==> src/rtl/switch_debouncer_if.sv <==
// Switch bundle between the board pads and the debouncer: raw levels in, clean levels and edge pulses out.
// No handshake: every signal is a level or single-cycle pulse sampled on each rising i_clock edge.
interface switch_debouncer_if #(
  parameter int NUM_SW = 3
);
  logic [NUM_SW-1:0] i_sw;
  logic [NUM_SW-1:0] o_sw;
  logic [NUM_SW-1:0] o_rise;
  logic [NUM_SW-1:0] o_fall;

  modport master (output i_sw, input o_sw, input o_rise, input o_fall);
  modport slave  (input i_sw, output o_sw, output o_rise, output o_fall);
endinterface

==> src/rtl/switch_debouncer.sv <==
// Per-channel 2-flop synchroniser, stable-level debounce counter and one-cycle rise/fall pulse generator.
module switch_debouncer #(
  parameter int NUM_SW         = 3,
  parameter int DEBOUNCE_COUNT = 250
) (
  input  logic                i_clock,
  input  logic                i_reset_n,
  switch_debouncer_if.slave   bus
);

  localparam logic [15:0] LAST_COUNT = 16'(DEBOUNCE_COUNT - 1);

  logic [NUM_SW-1:0] sync1;
  logic [NUM_SW-1:0] sync2;
  logic [NUM_SW-1:0] sw_q;
  logic [NUM_SW-1:0] rise_q;
  logic [NUM_SW-1:0] fall_q;
  logic [15:0]       count [NUM_SW];

  always_ff @(posedge i_clock or negedge i_reset_n) begin
    if (!i_reset_n) begin
      sync1  <= '0;
      sync2  <= '0;
      sw_q   <= '0;
      rise_q <= '0;
      fall_q <= '0;
      for (int n = 0; n < NUM_SW; n++) count[n] <= '0;
    end else begin
      sync1 <= bus.i_sw;
      sync2 <= sync1;
      for (int n = 0; n < NUM_SW; n++) begin
        rise_q[n] <= 1'b0;
        fall_q[n] <= 1'b0;
        // Any cycle agreeing with the accepted level restarts the stability window.
        if (sync2[n] == sw_q[n]) begin
          count[n] <= '0;
        end else if (count[n] == LAST_COUNT) begin
          sw_q[n]   <= sync2[n];
          count[n]  <= '0;
          rise_q[n] <= sync2[n];
          fall_q[n] <= ~sync2[n];
        end else begin
          count[n] <= count[n] + 16'd1;
        end
      end
    end
  end

  assign bus.o_sw   = sw_q;
  assign bus.o_rise = rise_q;
  assign bus.o_fall = fall_q;

endmodule

==> src/flat_wrapper.sv <==
// flat-port wrapper written by rule: the top's interface ports become plain ports
module switch_debouncer_flat 
#(
  parameter int NUM_SW         = 3,
  parameter int DEBOUNCE_COUNT = 250
)
  (i_clock, i_reset_n, bus_i_sw, bus_o_sw, bus_o_rise, bus_o_fall);
  switch_debouncer_if #(.NUM_SW(NUM_SW)) bus_i ();
  input  logic i_clock;
  input  logic i_reset_n;
  input wire logic [$bits(bus_i.i_sw)-1:0] bus_i_sw;
  output wire logic [$bits(bus_i.o_sw)-1:0] bus_o_sw;
  output wire logic [$bits(bus_i.o_rise)-1:0] bus_o_rise;
  output wire logic [$bits(bus_i.o_fall)-1:0] bus_o_fall;
  assign bus_i.i_sw = bus_i_sw;
  assign bus_o_sw = bus_i.o_sw;
  assign bus_o_rise = bus_i.o_rise;
  assign bus_o_fall = bus_i.o_fall;
  switch_debouncer #(.NUM_SW(NUM_SW), .DEBOUNCE_COUNT(DEBOUNCE_COUNT)) u_core (.i_clock(i_clock), .i_reset_n(i_reset_n), .bus(bus_i));
endmodule
==> config.mk <==
export PLATFORM = sky130hd
export DESIGN_NAME = switch_debouncer_flat
export DESIGN_NICKNAME = d
export VERILOG_FILES = /design/src/rtl/switch_debouncer_if.sv /design/src/rtl/switch_debouncer.sv /design/src/flat_wrapper.sv
export SDC_FILE = /design/constraint.sdc
export NUM_CORES = 1
export LEC_CHECK = 0
export BUFFER_PORTS_ARGS = -buffer_cell sky130_fd_sc_hd__buf_2
export CAP_MARGIN = 20
export CORE_AREA = 2 2 83 85
export DETAILED_ROUTE_END_ITERATION = 10
export DIE_AREA = 0 0 85 87
export GPL_TIMING_DRIVEN = 1
export SLEW_MARGIN = 20
export SYNTH_ARGS = -nofsm -noshare
export SYNTH_HDL_FRONTEND = slang
export SYNTH_SLANG_ARGS = --single-unit
==> constraint.sdc <==
create_clock -name i_clock -period 2.6 [get_ports i_clock]
set_input_delay 0.52 -clock i_clock [delete_from_list [all_inputs] [get_ports i_clock]]
set_output_delay 0.52 -clock i_clock [all_outputs]
set_load 0.03 [all_outputs]
# After elaboration in Yosys (flattened, before gate mapping)

Index checks and enable logic that the tools add are counted.

Flip-flop bits (word level): 63
Latch bits: 0
Memory bits (writable): 0
Memory bits (read-only): 0
Input bits: 5
Output and inout port bits: 9
Word-level logic and storage cells: 46
Memories: 0

Add/sub/neg operators: 3
Multiply operators: 0
Div/mod/pow operators: 0
Magnitude comparators: 0
Equal/unequal tests: 6
Shift operators: 0
Mux-type cells: 18
Bitwise operators: 6
Reduce and logical (&&, ||, !) cells: 3

Operator list:

| kind                                            | count |
|---|---|
| 2-to-1 mux 16 bit                               | 6 |
| adder 16 x 1 -> 16 bit (second input constant)  | 3 |
| == test 16 x 8 -> 1 bit (second input constant) | 3 |
| 2-to-1 mux 1 bit                                | 12 |
| NOT 1 bit                                       | 6 |
| AND reduction 2 bit                             | 3 |
| == test 1 bit                                   | 3 |

# Logic depth before layout (Yosys ltp)

Gate-level depths: netlist (run 1).

Depth in word-level cells: 3
Depth in mapped cells: 7
Depth with buffers taken out: 6

# Worst setup path after synthesis (run 1)

No wires, ideal clock.

Kind: flip-flop to flip-flop
Start: register u_core.count[29] (netlist bit)
End: register u_core.sw_q[1], in the netlist u_core.bus.o_sw[1]
Library setup time: 0.125 ns
Arrival time: 1.782 ns
Path slack: 0.693 ns
Stages on the path, launching flop included: 4
Period minus slack after synthesis: 1.907 ns
Cells stage by stage: dfrtp_1 -> or4_1 -> or4_4 -> mux2_4

Cells in the longest elaborated chain, start to end: 2

RTL lines:

| what                                 | line                   | source |
|---|---|---|
| start, declared                      | switch_debouncer.sv:18 | `logic [15:0] count [NUM_SW];` |
| start signal, assigned by index      | switch_debouncer.sv:43 | `count[n] <= count[n] + 16'd1;` |
| == test 16 x 8 -> 1 bit              | switch_debouncer.sv:37 | `end else if (count[n] == LAST_COUNT) begin` |
| AND reduction 2 bit (no source line) | n/a                    |  |
| end signal, assigned by index        | switch_debouncer.sv:38 | `sw_q[n] <= sync2[n];` |
| end, declared                        | switch_debouncer.sv:15 | `logic [NUM_SW-1:0] sw_q;` |

No other way between the ends.
A chain may end at the register's enable or synchronous reset.

# Final worst setup path (run 1)

Same ends and word-level chain as after synthesis.

==> impl_metrics.json, run 1 <==
{
  "synthesized_nets": 282,
  "cts_made_buffers": 9,
  "crit_arrival_ps": 2180,
  "postRouteAntennaNets": 0,
  "buffer_ports.inserted": 13,
  "timing.final.crit_share": 0.7490,
  "grt_pass1_vias": 1955,
  "fp.coreArea_um2": 6569,
  "postCtsResizedCells": 0,
  "synth-warning-count": 0,
  "gp_routability_congestion": 0.7442,
  "cts_root_cell": "clkbuf_8",
  "ctsLongestPathBuffers": 2,
  "num_rows": 30,
  "synth_area_um2": 2866,
  "critical_path.endpoint_type": "flop",
  "report.final.setup_viol": 0,
  "worst-slew-pin-transition_ps": 666.7,
  "drc": 0,
  "final_cells": 378,
  "die_h_um": 87,
  "synth-edff-count": 0,
  "detail_route.first_pass.iterations": 4,
  "routed_via_density": 5.217,
  "seq_area_um2": 1577,
  "cts.reportedPaths.clkPinSlew_ps": 70,
  "seq_cells_post_synth": 63,
  "report.final.hold_viol_count": 0,
  "setup.worst_path.class": "reg2reg",
  "post_cts_buffers": 0,
  "grt.overflow.total": 0,
  "ios": 14,
  "die-area_um2": 7395,
  "fin_crit_ps": 1947,
  "synth-seq-area-share": 0.5500,
  "sw_frac_of_total": 0.2176,
  "die_width_um": 85,
  "cts_hold_buf": 0,
  "count_of_filler_cells_inserted_in_the_layout": 619,
  "synth.avg_cell_area_um2": 10.58,
  "asyncSetResetFlopFracSynth": 1.000,
  "crit_path_max_fanout": 4,
  "post_synth_inst_count": 271,
  "skew_ps": 8.306,
  "hpwl_after_detailed_placement_um": 3274,
  "slew_violations": 0,
  "clock_latency_ps": 340,
  "grt_pass1_wl_um": 8714,
  "run_status": "complete, no violations",
  "cts_num_sinks": 63,
  "antenna_found_initial": 0,
  "multi_input_area_um2": 1226,
  "p_per_area_nw_per_um2": 629.1,
  "placed_cells_incl_taps": 362,
  "clockPowerShare": 0.476,
  "fin_tns_setup_ps": 0,
  "power.switching_uw": 446.8,
  "clock_tree_from_tritoncts": "built",
  "setup_repair_after_global_routing_missed_its_margin": "false",
  "cellInternalPower_mw": 1.607,
  "cts-htree-levels": 3,
  "grt_start_max_net_pins": 36,
  "detailed_router_s_first_iteration_violation_count": 111,
  "vdd_drop_max_mv": 0.3113,
  "synth.distinct_cells": 32,
  "design.final.nets": 304,
  "route.detailed.wl_per_inst_um": 13.16,
  "antenna_cells": 0,
  "seq_power_share": 0.493,
  "vias": 1972,
  "overall_routing_resource_usage": 0.1512,
  "hold_slack_ps": 202.6,
  "area_delta_synth_final_pct": 13.88,
  "postRouteWirelength_um": 4974,
  "drv_cap": 0,
  "crit_required_ps": 2830,
  "drive_above_1_share": 0.1309,
  "fin_util": 0.4970,
  "timing.slew.headroom": 0.5555,
  "synth_flop_cell": "dfrtp_1",
  "fmax_mhz": 513.5,
  "pwr-share-comb": 0.031,
  "cellLeakagePower_nw": 1.374,
  "worstHoldPathType": "in2async",
  "element_type_at_the_critical_path_start": "flop",
  "start_util": 0.4364
}
==> power by group through the flow <==
stage                     Combinational [mW]  Clock [mW]  Sequential [mW]
after global placement                0.0665           0             1.03
after floorplan                       0.0347           0             1.03
after CTS                             0.0675        1.00             1.01
after detailed placement              0.0673           0             1.03
after global routing                  0.0764        1.03             1.01
final                                 0.0644       0.977             1.01
==> sequential cells by signal (all words and copies together) (netlist names) <==
register	flops
u_core.bus.o_rise	3
u_core.bus.o_fall	3
u_core.sync2	3
u_core.count	48
u_core.sync1	3
u_core.bus.o_sw	3
==> path summary, 6_finish.rpt <==
kind                       slack, ps  depth (start not counted)            endpoint        startpoint
setup / recovery                 650                          3  u_core.bus.o_sw[1]  u_core.count[29]
hold / removal                   200                          1  u_core.bus.o_sw[0]         i_reset_n
setup reg to reg                 650                          3  u_core.bus.o_sw[1]  u_core.count[29]
hold reg to reg                  350                          0     u_core.sync2[0]   u_core.sync1[0]
max in group asynchronous       1760                          2     u_core.count[7]         i_reset_n
min in group i_clock             280                          1     u_core.sync1[0]       bus_i_sw[0]
==> worst max-delay path, cell delays in order, from the launching register on <==
cell,delay [ps]
dfrtp_1,420
or4_1,530
or4_4,590
mux2_4,310
==> kinds of logic (layout without fill, tap and decap cells) <==
| logic type | count (synthesis) | in the layout | share of synthesized area |
|---|---|---|---|
| flops | 63 | 63 | 0.5500 |
| buf+inv | 15 | 42 | 0.02226 |
| simple gates | 137 | 137 | 0.2488 |
| mux | 3 | 3 | 0.01309 |
| compound gates | 4 | 4 | 0.008292 |
| fa+ha+maj | 6 | 6 | 0.02619 |
| xor+xnor | 43 | 43 | 0.1314 |
==> layout by cell type (no fill, tap or decap), types with 11 or more instances in the layout <==
cell,Yosys,layout
dfrtp_1,63,63
nor2_1,55,55
xnor2_1,33,33
nand3_1,13,13
buf_2,0,13
inv_1,12,12
nor4_1,12,12
nand4_1,12,12
nand2_1,12,12
clkbuf_8,0,11
==> routing by layer <==
metal | share of wire | vias to the layer above | GRT usage
met5 | 0 | - | 0
met3 | 0.034 | 11 | 0.04265
met2 | 0.45 | 23 | 0.2429
met1 | 0.49 | 974 | 0.1883
li1 | - | 964 | -
met4 | 0.022 | 0 | 0.07359
==> synthesized netlist by cell type (all sizes together), types with 3 or more instances <==
cell type	count	area share
nand2	13	0.020
ha	6	0.026
nand3	13	0.023
and3	3	0.0065
nor3	10	0.017
nand4	13	0.031
mux2	3	0.013
nor3b	6	0.016
xor2	10	0.031
nor4	12	0.026
inv	12	0.016
nor2	55	0.072
dfrtp	63	0.55
xnor2	33	0.10
==> final cells by class <==
cell class	instances	area share
Sequential cell	63	0.4829
Multi-Input combinational cell	193	0.3756
Clock buffer	11	0.04638
Tap cell	80	0.03066
Timing Repair Buffer	14	0.02606
Clock inverter	5	0.02453
Inverter	12	0.01380
==> metrics by stage <==
step	total power, mW	setup slack (ps)	cell area (um2)
final	2.054	652.7	3264
after global routing	2.125	514.5	3264
after global placement	1.097	675.6	3033
after floorplan	1.062	692.9	2867
after detailed placement	1.098	650.6	3033
after CTS	2.083	647.9	3264
Note: power is estimated with default switching activity, not from simulation.
==> run 2, diff against run 1 <==
==> constraint.sdc (replaced) <==
create_clock -name i_clock -period 1.9 [get_ports i_clock]
set_input_delay 0.38 -clock i_clock [delete_from_list [all_inputs] [get_ports i_clock]]
set_output_delay 0.38 -clock i_clock [all_outputs]
set_load 0.03 [all_outputs]
==> impl_metrics.json, run 2 (same netlist as run 1, synthesis figures left out) <==
{
  "most_common_library_cell_in_the_layout_ignoring_fill_and_taps": "dfrtp_1",
  "cts_root_cell": "clkbuf_8",
  "count_of_filler_cells_inserted_in_the_layout": 590,
  "element_type_at_the_critical_path_start": "flop",
  "setup_repair_after_global_routing_missed_its_margin": "true",
  "grt_pass1_vias": 1995,
  "grt_pass1_wl_um": 9232,
  "start_util": 0.4364,
  "cellLeakagePower_nw": 1.457,
  "cts_made_buffers": 9,
  "cts_num_sinks": 63,
  "grt_start_max_net_pins": 64,
  "num_rows": 30,
  "cp_cell_sequence": "or4_1 -> or4_4 -> mux2_4",
  "overall_routing_resource_usage": 0.1581,
  "timing.critical_path.slowest_stage_cell": "or4_4",
  "report.final.hold_viol_count": 0,
  "setup.worst_path.class": "reg2reg",
  "ios": 14,
  "timing.slew.headroom": 0.7371,
  "area_delta_synth_final_pct": 17.46,
  "route.detailed.wl_per_inst_um": 13.00,
  "vias": 2007,
  "drv_cap": 0,
  "routed_via_density": 5.081,
  "crit_path_max_fanout": 4,
  "antenna_found_initial": 0,
  "skew_ps": 7.011,
  "register_containing_the_most_flip_flops_in_the_final_layout": "u_core.count",
  "placed_cells_incl_taps": 377,
  "clock_latency_ps": 330,
  "critical-path-top-delay-family": "simple AND/OR/NAND/NOR gates",
  "gp_routability_congestion": 0.7568,
  "die-area_um2": 7395,
  "finalWorstSetupSlack_ps": -16.76,
  "buffers_and_inverters_on_the_worst_path": 0,
  "detail_route.first_pass.iterations": 4,
  "critical_path.endpoint_type": "flop",
  "cts-htree-levels": 3,
  "hpwl_after_detailed_placement_um": 3390,
  "fin_crit_ps": 1917,
  "detailed_router_s_first_iteration_violation_count": 81,
  "fp.coreArea_um2": 6569,
  "crit_required_ps": 2110,
  "final_cells": 395,
  "clock_tree_from_tritoncts": "built",
  "buffer_ports.inserted": 13,
  "ctsLongestPathBuffers": 2,
  "postRouteWirelength_um": 5136,
  "crit_arrival_ps": 2130,
  "grt.overflow.total": 0,
  "post_dp_cell_area_um2": 3158,
  "drc": 0,
  "antenna_cells": 0,
  "fin_tns_setup_ps": -16.76,
  "drive_above_1_share": 0.1746,
  "die_width_um": 85,
  "violated_checks": "setup timing",
  "fin_util": 0.5126,
  "fmax_mhz": 521.7,
  "slowest_delay_ps": 590,
  "postRouteAntennaNets": 0,
  "slew_violations": 0,
  "die_h_um": 87,
  "cts.reportedPaths.clkPinSlew_ps": 70,
  "worst-slew-pin-transition_ps": 390.7,
  "stdcell_area_um2": 3367,
  "vdd_drop_max_mv": 0.3772,
  "run_status": "finished with violations",
  "report.final.setup_viol": 1,
  "layout.cells.most_common_list": "dfrtp_1, nor2_1, xnor2_1, buf_4",
  "p_per_area_nw_per_um2": 779.3,
  "worstHoldPathType": "in2async",
  "timing.final.crit_share": 1.009,
  "design.final.nets": 321,
  "largest_register_ff_count": 48
}
run 2: cell count changes in the layout (fill, tap and decap cells not counted), moves of 2 or more:
cell,change
clkinvlp_4,-2
clkinv_2,+2
buf_4,+16
clkbuf_1,+2
run 2: metal layers:
layer | vias to the layer above | part of all wire | track usage
met5 | - | 0 | 0
met4 | 0 | 0.015 | 0.06494
met3 | 5 | 0.032 | 0.04645
met2 | 26 | 0.48 | 0.2543
met1 | 975 | 0.47 | 0.2009
li1 | 1001 | - | -
run 2: final timing paths:
| kind | start | to | slack (ps) | cells past startpoint |
|---|---|---|---|---|
| setup / recovery | u_core.count[29] | u_core.bus.o_sw[1] | -20 | 3 |
| hold / removal | i_reset_n | u_core.bus.o_rise[0] | 50 | 2 |
| setup reg to reg | u_core.count[29] | u_core.bus.o_sw[1] | -20 | 3 |
| hold reg to reg | u_core.sync1[2] | u_core.sync2[2] | 350 | 0 |
| max in group asynchronous | i_reset_n | u_core.count[43] | 1590 | 2 |
| min in group i_clock | bus_i_sw[2] | u_core.sync1[2] | 150 | 1 |
run 2: what timing repair did:
| action | in CTS | in global routing |
|---|---|---|
| pin swaps | 0 | 1 |
| cloned | 0 | 0 |
| gates resized for setup | 0 | 1 |
| hold buffers | 0 | 0 |
| setup endpoints to repair | 1 | 18 |
| buffers inserted | 0 | 2 |
run 2: stage by stage:
step                      setup WS [ps]  hold WS, ps  power [mW]
final                            -16.76        47.88       2.624
after global routing             -37.28        73.49       2.745
after CTS                        -22.84        55.54       2.653
after detailed placement         -15.14        334.7       1.517
after global placement            20.66        334.5       1.515
after floorplan                  -7.063        84.41       1.454
run 2: area by class of cell:
| class | count | area, um2 | share of cell area |
|---|---|---|---|
| Sequential cell | 63 | 1577 | 0.4682 |
| Multi-Input combinational cell | 193 | 1230 | 0.3653 |
| Timing Repair Buffer | 31 | 225.2 | 0.06689 |
| Clock buffer | 12 | 145.1 | 0.04311 |
| Tap cell | 80 | 100.1 | 0.02973 |
| Clock inverter | 4 | 45.04 | 0.01338 |
| Inverter | 12 | 45.04 | 0.01338 |
run 2: report_power, final:
group	internal (mW)	total, mW	switching (mW)
Clock	0.636	1.13	0.497
Sequential	1.36	1.38	0.0195
Combinational	0.0437	0.109	0.0651
run 2: worst register-to-register path: stages, from the launching register on:
cell,delay (ps)
dfrtp_1,370
or4_1,520
or4_4,590
mux2_4,310
